===== src/rtl/tgt_pyld_fetch_if.sv =====
// Handshake bundle for the payload fetch sequencer.
//   alloc channel : pbuf_alloc_{valid,last,buf_addr,qnum} in, pbuf_alloc_ready out
//   desc channel  : desc_{valid,blen,qnum,head} in, desc_ready out
//   free channel  : pbuf_free_{valid,last,head,buf_offset,buf_addr} out, pbuf_free_ready in
// The master modport is the sequencer's view; slave is the surrounding environment.
interface tgt_pyld_fetch_if #(
  parameter int unsigned BUF_ADDR_W = 10,
  parameter int unsigned BLEN_W     = 13,
  parameter int unsigned HEAD_W     = 64
);
  logic                  pbuf_alloc_valid;
  logic                  pbuf_alloc_last;
  logic [BUF_ADDR_W-1:0] pbuf_alloc_buf_addr;
  logic [7:0]            pbuf_alloc_qnum;
  logic                  pbuf_alloc_ready;

  logic                  desc_valid;
  logic [BLEN_W-1:0]     desc_blen;
  logic [7:0]            desc_qnum;
  logic [HEAD_W-1:0]     desc_head;
  logic                  desc_ready;

  logic                  pbuf_free_valid;
  logic                  pbuf_free_last;
  logic [HEAD_W-1:0]     pbuf_free_head;
  logic [1:0]            pbuf_free_buf_offset;
  logic [BUF_ADDR_W-1:0] pbuf_free_buf_addr;
  logic                  pbuf_free_ready;

  modport master (
    input  pbuf_alloc_valid, pbuf_alloc_last, pbuf_alloc_buf_addr, pbuf_alloc_qnum,
    output pbuf_alloc_ready,
    input  desc_valid, desc_blen, desc_qnum, desc_head,
    output desc_ready,
    output pbuf_free_valid, pbuf_free_last, pbuf_free_head, pbuf_free_buf_offset,
    output pbuf_free_buf_addr,
    input  pbuf_free_ready
  );

  modport slave (
    output pbuf_alloc_valid, pbuf_alloc_last, pbuf_alloc_buf_addr, pbuf_alloc_qnum,
    input  pbuf_alloc_ready,
    output desc_valid, desc_blen, desc_qnum, desc_head,
    input  desc_ready,
    input  pbuf_free_valid, pbuf_free_last, pbuf_free_head, pbuf_free_buf_offset,
    input  pbuf_free_buf_addr,
    output pbuf_free_ready
  );
endinterface


===== src/rtl/tgt_pyld_fetch.sv =====
// Fetch sequencer for the P2P target payload buffer.
// Pairs buffer-allocation entries (one per filled 4-beat block or message tail) with message
// descriptors and emits one fetch/free request per data beat back to the payload buffer.
// Ports:
//   clk, rst : clock, synchronous active-high reset
//   bus      : tgt_pyld_fetch_if.master (alloc sink, descriptor sink, free/fetch source)
//   seq_err  : sticky protocol-error flag, cleared only by rst
module tgt_pyld_fetch #(
  parameter int unsigned BUF_ADDR_W = 10,
  parameter int unsigned BLEN_W     = 13,
  parameter int unsigned HEAD_W     = 64,
  parameter int unsigned BEAT_BYTES = 32,
  parameter int unsigned AFIFO_LOG  = 4,
  parameter int unsigned DFIFO_LOG  = 3
) (
  input  logic             clk,
  input  logic             rst,
  tgt_pyld_fetch_if.master bus,
  output logic             seq_err
);

  localparam int unsigned AeW    = 1 + 8 + BUF_ADDR_W;
  localparam int unsigned DeW    = BLEN_W + 8 + HEAD_W;
  localparam int unsigned ADepth = 1 << AFIFO_LOG;
  localparam int unsigned DDepth = 1 << DFIFO_LOG;
  localparam int unsigned Shift  = $clog2(BEAT_BYTES);
  localparam int unsigned CntW   = BLEN_W - 4;

  typedef enum logic {StIdle, StFetch} state_e;

  // ---------------- allocation FIFO (show-ahead) ----------------
  logic [AeW-1:0]        amem [ADepth];
  logic [AFIFO_LOG:0]    awr_q, ard_q;
  logic                  afifo_empty, afifo_full, apush, apop;
  logic [AeW-1:0]        a_ent;
  logic                  a_last;
  logic [7:0]            a_qnum;
  logic [BUF_ADDR_W-1:0] a_addr;

  assign afifo_empty = (awr_q == ard_q);
  assign afifo_full  = (awr_q[AFIFO_LOG] != ard_q[AFIFO_LOG]) &&
                       (awr_q[AFIFO_LOG-1:0] == ard_q[AFIFO_LOG-1:0]);
  // Upstream ignores ready; a push into a full FIFO is dropped and flagged.
  assign apush  = bus.pbuf_alloc_valid && !afifo_full;
  assign a_ent  = amem[ard_q[AFIFO_LOG-1:0]];
  assign a_last = a_ent[AeW-1];
  assign a_qnum = a_ent[BUF_ADDR_W +: 8];
  assign a_addr = a_ent[BUF_ADDR_W-1:0];

  always_ff @(posedge clk) begin
    if (rst) begin
      awr_q <= '0;
      ard_q <= '0;
    end else begin
      if (apush) awr_q <= awr_q + 1'b1;
      if (apop)  ard_q <= ard_q + 1'b1;
    end
  end

  always_ff @(posedge clk) begin
    if (apush) begin
      amem[awr_q[AFIFO_LOG-1:0]] <= {bus.pbuf_alloc_last, bus.pbuf_alloc_qnum,
                                     bus.pbuf_alloc_buf_addr};
    end
  end

  // ---------------- descriptor FIFO (show-ahead) ----------------
  logic [DeW-1:0]     dmem [DDepth];
  logic [DFIFO_LOG:0] dwr_q, drd_q;
  logic               dfifo_empty, dfifo_full, dpush, dpop;
  logic [DeW-1:0]     d_ent;
  logic [BLEN_W-1:0]  d_blen;
  logic [7:0]         d_qnum;
  logic [HEAD_W-1:0]  d_head;

  assign dfifo_empty = (dwr_q == drd_q);
  assign dfifo_full  = (dwr_q[DFIFO_LOG] != drd_q[DFIFO_LOG]) &&
                       (dwr_q[DFIFO_LOG-1:0] == drd_q[DFIFO_LOG-1:0]);
  assign dpush  = bus.desc_valid && !dfifo_full;
  assign d_ent  = dmem[drd_q[DFIFO_LOG-1:0]];
  assign d_blen = d_ent[DeW-1 -: BLEN_W];
  assign d_qnum = d_ent[HEAD_W +: 8];
  assign d_head = d_ent[HEAD_W-1:0];

  always_ff @(posedge clk) begin
    if (rst) begin
      dwr_q <= '0;
      drd_q <= '0;
    end else begin
      if (dpush) dwr_q <= dwr_q + 1'b1;
      if (dpop)  drd_q <= drd_q + 1'b1;
    end
  end

  always_ff @(posedge clk) begin
    if (dpush) dmem[dwr_q[DFIFO_LOG-1:0]] <= {bus.desc_blen, bus.desc_qnum, bus.desc_head};
  end

  // ---------------- beat count ----------------
  // One extra bit in the sum so blen near max cannot wrap before the shift.
  logic [BLEN_W:0] beat_sum, beat_shr;
  logic [CntW-1:0] beats;

  always_comb begin
    beat_sum = {1'b0, d_blen} + (BLEN_W+1)'(BEAT_BYTES - 1);
    beat_shr = beat_sum >> Shift;
    beats    = (beat_shr == '0) ? CntW'(1) : beat_shr[CntW-1:0];
  end

  // ---------------- sequencer FSM ----------------
  state_e            state_q, state_d;
  logic [HEAD_W-1:0] head_q, head_d;
  logic [7:0]        qnum_q, qnum_d;
  logic [CntW-1:0]   left_q, left_d;
  logic [1:0]        idx_q, idx_d;
  logic              err_q, err_d;

  logic                  free_valid, free_last;
  logic [1:0]            free_off;
  logic [BUF_ADDR_W-1:0] free_addr;

  always_comb begin
    state_d    = state_q;
    head_d     = head_q;
    qnum_d     = qnum_q;
    left_d     = left_q;
    idx_d      = idx_q;
    dpop       = 1'b0;
    apop       = 1'b0;
    free_valid = 1'b0;
    free_last  = 1'b0;
    free_off   = 2'd0;
    free_addr  = '0;

    unique case (state_q)
      StIdle: begin
        if (!dfifo_empty) begin
          dpop    = 1'b1;
          head_d  = d_head;
          qnum_d  = d_qnum;
          left_d  = beats;
          idx_d   = 2'd0;
          state_d = StFetch;
        end
      end
      StFetch: begin
        free_valid = !afifo_empty;
        free_addr  = a_addr;
        free_off   = idx_q;
        free_last  = (left_q == CntW'(1));
        if (free_valid && bus.pbuf_free_ready) begin
          left_d = left_q - CntW'(1);
          idx_d  = idx_q + 2'd1;
          // A block is consumed after its 4th beat or at the message tail.
          apop   = (idx_q == 2'd3) || free_last;
          if (free_last) state_d = StIdle;
        end
      end
    endcase
  end

  always_comb begin
    err_d = err_q;
    if (apop && ((a_last != free_last) || (a_qnum != qnum_q))) err_d = 1'b1;
    if (bus.pbuf_alloc_valid && afifo_full) err_d = 1'b1;
  end

  always_ff @(posedge clk) begin
    if (rst) begin
      state_q <= StIdle;
      head_q  <= '0;
      qnum_q  <= '0;
      left_q  <= '0;
      idx_q   <= '0;
      err_q   <= 1'b0;
    end else begin
      state_q <= state_d;
      head_q  <= head_d;
      qnum_q  <= qnum_d;
      left_q  <= left_d;
      idx_q   <= idx_d;
      err_q   <= err_d;
    end
  end

  assign bus.pbuf_alloc_ready     = !afifo_full;
  assign bus.desc_ready           = !dfifo_full;
  assign bus.pbuf_free_valid      = free_valid;
  assign bus.pbuf_free_last       = free_last;
  assign bus.pbuf_free_head       = head_q;
  assign bus.pbuf_free_buf_offset = free_off;
  assign bus.pbuf_free_buf_addr   = free_addr;
  assign seq_err                  = err_q;

endmodule


===== src/flat_wrapper.sv =====
// flat-port wrapper written by rule: the top's interface ports become plain ports
module tgt_pyld_fetch_flat 
#(
  parameter int unsigned BUF_ADDR_W = 10,
  parameter int unsigned BLEN_W     = 13,
  parameter int unsigned HEAD_W     = 64,
  parameter int unsigned BEAT_BYTES = 32,
  parameter int unsigned AFIFO_LOG  = 4,
  parameter int unsigned DFIFO_LOG  = 3
)
  (clk, rst, seq_err, bus_pbuf_alloc_valid, bus_pbuf_alloc_last, bus_pbuf_alloc_buf_addr, bus_pbuf_alloc_qnum, bus_pbuf_alloc_ready, bus_desc_valid, bus_desc_blen, bus_desc_qnum, bus_desc_head, bus_desc_ready, bus_pbuf_free_valid, bus_pbuf_free_last, bus_pbuf_free_head, bus_pbuf_free_buf_offset, bus_pbuf_free_buf_addr, bus_pbuf_free_ready);
  tgt_pyld_fetch_if #(.BUF_ADDR_W(BUF_ADDR_W), .BLEN_W(BLEN_W), .HEAD_W(HEAD_W)) bus_i ();
  input  logic clk;
  input  logic rst;
  output logic seq_err;
  input wire logic [$bits(bus_i.pbuf_alloc_valid)-1:0] bus_pbuf_alloc_valid;
  input wire logic [$bits(bus_i.pbuf_alloc_last)-1:0] bus_pbuf_alloc_last;
  input wire logic [$bits(bus_i.pbuf_alloc_buf_addr)-1:0] bus_pbuf_alloc_buf_addr;
  input wire logic [$bits(bus_i.pbuf_alloc_qnum)-1:0] bus_pbuf_alloc_qnum;
  output wire logic [$bits(bus_i.pbuf_alloc_ready)-1:0] bus_pbuf_alloc_ready;
  input wire logic [$bits(bus_i.desc_valid)-1:0] bus_desc_valid;
  input wire logic [$bits(bus_i.desc_blen)-1:0] bus_desc_blen;
  input wire logic [$bits(bus_i.desc_qnum)-1:0] bus_desc_qnum;
  input wire logic [$bits(bus_i.desc_head)-1:0] bus_desc_head;
  output wire logic [$bits(bus_i.desc_ready)-1:0] bus_desc_ready;
  output wire logic [$bits(bus_i.pbuf_free_valid)-1:0] bus_pbuf_free_valid;
  output wire logic [$bits(bus_i.pbuf_free_last)-1:0] bus_pbuf_free_last;
  output wire logic [$bits(bus_i.pbuf_free_head)-1:0] bus_pbuf_free_head;
  output wire logic [$bits(bus_i.pbuf_free_buf_offset)-1:0] bus_pbuf_free_buf_offset;
  output wire logic [$bits(bus_i.pbuf_free_buf_addr)-1:0] bus_pbuf_free_buf_addr;
  input wire logic [$bits(bus_i.pbuf_free_ready)-1:0] bus_pbuf_free_ready;
  assign bus_i.pbuf_alloc_valid = bus_pbuf_alloc_valid;
  assign bus_i.pbuf_alloc_last = bus_pbuf_alloc_last;
  assign bus_i.pbuf_alloc_buf_addr = bus_pbuf_alloc_buf_addr;
  assign bus_i.pbuf_alloc_qnum = bus_pbuf_alloc_qnum;
  assign bus_pbuf_alloc_ready = bus_i.pbuf_alloc_ready;
  assign bus_i.desc_valid = bus_desc_valid;
  assign bus_i.desc_blen = bus_desc_blen;
  assign bus_i.desc_qnum = bus_desc_qnum;
  assign bus_i.desc_head = bus_desc_head;
  assign bus_desc_ready = bus_i.desc_ready;
  assign bus_pbuf_free_valid = bus_i.pbuf_free_valid;
  assign bus_pbuf_free_last = bus_i.pbuf_free_last;
  assign bus_pbuf_free_head = bus_i.pbuf_free_head;
  assign bus_pbuf_free_buf_offset = bus_i.pbuf_free_buf_offset;
  assign bus_pbuf_free_buf_addr = bus_i.pbuf_free_buf_addr;
  assign bus_i.pbuf_free_ready = bus_pbuf_free_ready;
  tgt_pyld_fetch #(.BUF_ADDR_W(BUF_ADDR_W), .BLEN_W(BLEN_W), .HEAD_W(HEAD_W), .BEAT_BYTES(BEAT_BYTES), .AFIFO_LOG(AFIFO_LOG), .DFIFO_LOG(DFIFO_LOG)) u_core (.clk(clk), .rst(rst), .bus(bus_i), .seq_err(seq_err));
endmodule

===== config.mk =====
export PLATFORM = sky130hd
export DESIGN_NAME = tgt_pyld_fetch_flat
export DESIGN_NICKNAME = d
export VERILOG_FILES = /design/src/rtl/tgt_pyld_fetch_if.sv /design/src/rtl/tgt_pyld_fetch.sv /design/src/flat_wrapper.sv
export SDC_FILE = /design/constraint.sdc
export NUM_CORES = 1
export LEC_CHECK = 0
export BUFFER_PORTS_ARGS = -buffer_cell sky130_fd_sc_hd__buf_2
export CORE_ASPECT_RATIO = 0.75
export CORE_MARGIN = 4
export CORE_UTILIZATION = 30
export CTS_CLUSTER_SIZE = 16
export DETAILED_ROUTE_END_ITERATION = 16
export PLACE_DENSITY = 0.46
export SYNTH_ARGS = -nofsm -noshare
export SYNTH_HDL_FRONTEND = slang
export SYNTH_SLANG_ARGS = --single-unit

===== constraint.sdc =====
create_clock -name clk -period 13.05 [get_ports clk]
set_input_delay 3.2625 -clock clk [delete_from_list [all_inputs] [get_ports clk]]
set_output_delay 3.2625 -clock clk [all_outputs]
set_load 0.05 [all_outputs]

==> flow_metrics.py <==
metrics = {
    "status": {
        "outcome": "finished, final reports clean",
    },
    "synthesis": {
        "ys_seq_area_frac": 0.769,
        "synth_top_area_cell": "edfxtp_1",
        "synth.avg_cell_area_um2": 21.2,
        "synth_top_area_frac": 0.716,
        "syn_area_mm2": 0.0413,
        "synth_edf_count": 984,
        "ys_types": 56,
        "syn_nets": 2066,
        "synth_top_flop_cell": "edfxtp_1",
        "ys_ff_latch": 1094,
        "synthTopCellsByArea": "edfxtp_1, mux4_2, dfxtp_1",
        "syn_inst": 1947,
        "ys_warn_count": 0,
        "async_flop_share": 0,
    },
    "sta": {
        "tightest_slew_ps": 1070,
        "hold_viol_final": 0,
        "fmax_mhz": 140,
        "setup_tns_ps": 0,
        "clock_skew_ps": 41.5,
        "setup_viol_count_final": 0,
        "rsz0062_at_grt": "false",
        "finalCritPeriodShare": 0.548,
        "maxSlewHeadroom": 0.286,
        "slew_violations": 0,
        "fin_crit_ps": 7150,
    },
    "clocking": {
        "insertion_delay_ps": 730,
        "clock_sinks": 1094,
        "cts.clk_slew.worst_paths_ps": 60,
        "cts_tree": "built",
        "postCtsSetupBuffers": 0,
        "htree_levels": 3,
        "cts-hold-fix-buffers": 0,
        "cts_max_path_buffers": 3,
        "numCtsBuffers": 109,
        "cts_root_buf": "clkbuf_16",
        "ctsResizeCount": 0,
    },
    "hold_path": {
        "hold_depth": 2,
        "holdCritStartpoint": "u_core.bus.pbuf_free_head[31]",
        "holdCritPathClass": "flip-flop to flip-flop",
        "worstHoldEndpoint": "u_core.bus.pbuf_free_head[31]",
    },
    "route": {
        "drc": 0,
        "vias": 19397,
        "postRouteAntennaNets": 0,
        "post_drt_wl_per_cell_um": 23.6,
        "drt-initial-drc-count": 1447,
        "vias_per_cell": 4.77,
        "firstDrtPassIters": 5,
        "drt_wl_total_mm": 95.9,
    },
    "final_layout": {
        "layout-drive-gt1-share": 0.304,
        "finalNonFillerCells": 4068,
        "final_nets": 2298,
        "nFillCells": 12619,
        "final_core_util": 0.354,
        "syn_to_final_growth_pct": 16.9,
    },
    "floorplanning": {
        "die_height_um": 329,
        "die_w_um": 436,
        "core_area_mm2": 0.136,
        "rows": 117,
        "num_io_pins": 190,
        "die-area_mm2": 0.144,
        "start_util": 0.303,
    },
    "power_and_ir_drop": {
        "cellLeakagePower_nw": 15.0,
        "ir_drop_uv": 120,
        "cellPowerDensity_mw_per_mm2": 181,
    },
    "critical_path": {
        "arrival_ps": 3890,
        "ff2ff_path_depth": 8,
        "worstSetupPathType": "flip-flop to output pin",
        "end_kind": "output pin",
        "r2r-end": "u_core.left_q[5]",
        "reg2reg_setup_slack_ps": 9120,
        "critical_path_peak_fanout": 41,
        "start_kind": "flip-flop",
        "worstPathRequired_ps": 9790,
    },
    "placed_design": {
        "routabilityCongestion": 0.736,
        "placed_cells": 3853,
        "hpwl_mm": 53.0,
        "port_buffers": 189,
    },
    "grt": {
        "grt_overflow": 0,
        "antenna_found_initial": 30,
        "grt_first_pass_wirelength_mm": 141,
        "grt_max_degree": 105,
        "grt_pass1_vias": 20737,
        "grt_usage": 0.133,
    },
    "run": {
        "maxCapViolations": 0,
    },
}
[worst max-delay path, cell delays in order (launching register included)]
cell and delay, ps:
dfxtp_4 930, buf_4 750, mux4_2 600, mux4_2 490, and2_1 180, buf_2 210
[routing by layer]
metal / global-route usage / routed length [µm]
met3: 0.0281 / 4200
met2: 0.223 / 47100
met4: 0.0384 / 2520
met1: 0.176 / 42000
met5: 0 / 61
[layout by cell type, fill, tap and decap left out, types with 21 or more instances in the layout]
cell type | Yosys | final
a211oi_1 | 73 | 73
buf_2 | 31 | 188
buf_4 | 2 | 37
clkbuf_16 | 0 | 110
clkinv_2 | 0 | 21
dfxtp_1 | 110 | 104
edfxtp_1 | 984 | 984
mux2i_1 | 81 | 81
mux4_2 | 251 | 251
nand2_1 | 24 | 24
nor2_1 | 126 | 108
xor2_1 | 22 | 22
[synthesized netlist by cell type (9+ instances only)]
master / number
o21ai_0: 10
a211oi_1: 73
ha_1: 10
nand2_1: 24
dfxtp_1: 110
nand4_1: 9
nor2_1: 126
xor2_1: 22
xnor2_1: 12
buf_1: 10
mux4_2: 251
inv_1: 9
edfxtp_1: 984
a21oi_1: 17
nor3_1: 12
mux2i_1: 81
clkbuf_1: 60
and2_1: 17
buf_2: 31
[worst max path at each step]
| stage | start | to | depth (start not counted) |
|---|---|---|---|
| 6_report | flip-flop | bus_pbuf_free_buf_addr[8] | 5 |
| 5_1_grt | flip-flop | bus_pbuf_free_buf_addr[8] | 5 |
| 4_1_cts | flip-flop | bus_pbuf_free_buf_addr[8] | 5 |
| 3_5_place_dp | flip-flop | bus_pbuf_free_buf_addr[8] | 5 |
| 3_3_place_gp | flip-flop | bus_pbuf_free_buf_addr[8] | 5 |
| 2_1_floorplan | bus_desc_valid | u_core.dmem[0][0] | 4 |
[state kept, by name, summed over array words and instances, names as in the netlist, named ones only]
register                   cells
u_core.drd_q                   4
u_core.dwr_q                   4
u_core.awr_q                   5
u_core.amem                  304
u_core.dmem                  680
u_core.state_q                 1
u_core.bus.pbuf_free_head     64
u_core.ard_q                   5
u_core.qnum_q                  8
u_core.left_q                  9
u_core.idx_q                   2
u_core.seq_err                 1
[logic make-up (layout without fill, tap and decap cells)]
group / after synthesis / count (layout) / share of synthesized area
AOI/OAI and AO/OA: 123 / 123 / 0.0211
other: 0 / 8 / 0
DFF: 1094 / 1094 / 0.769
buffers and inverters: 115 / 443 / 0.0119
and+or+nand+nor: 230 / 230 / 0.0263
adders and majority gates: 10 / 10 / 0.00303
muxes: 341 / 341 / 0.161
xor gates and xnor gates: 34 / 34 / 0.00722
[cell type report]
class,count,area [µm²],share of cell area
Multi-Input combinational cell,738,9180,0.190
Clock buffer,136,2920,0.0605
Inverter,10,37.5,0.000778
Timing Repair Buffer,226,1240,0.0257
Antenna cell,8,20.0,0.000415
Clock inverter,71,856,0.0177
Tap cell,1785,2230,0.0463
Sequential cell,1094,31800,0.658
[where the power goes]
part | switching (mW) | total, mW | internal (mW)
Clock | 1.35 | 3.24 | 1.90
Sequential | 0.101 | 4.08 | 3.98
Combinational | 0.917 | 1.42 | 0.507
[per-stage QoR]
stage	total power, mW	worst slack (ps)	area [µm²]	hold slack, ps
6_report	8.75	5900	48200	496
2_1_floorplan	5.20	2960	41300	463
3_5_place_dp	5.62	6520	44500	488
3_3_place_gp	5.60	6540	44500	479
4_1_cts	8.89	5710	48200	497
5_1_grt	9.16	5580	48200	515
No activity file was read; power rests on OpenSTA's default activity.
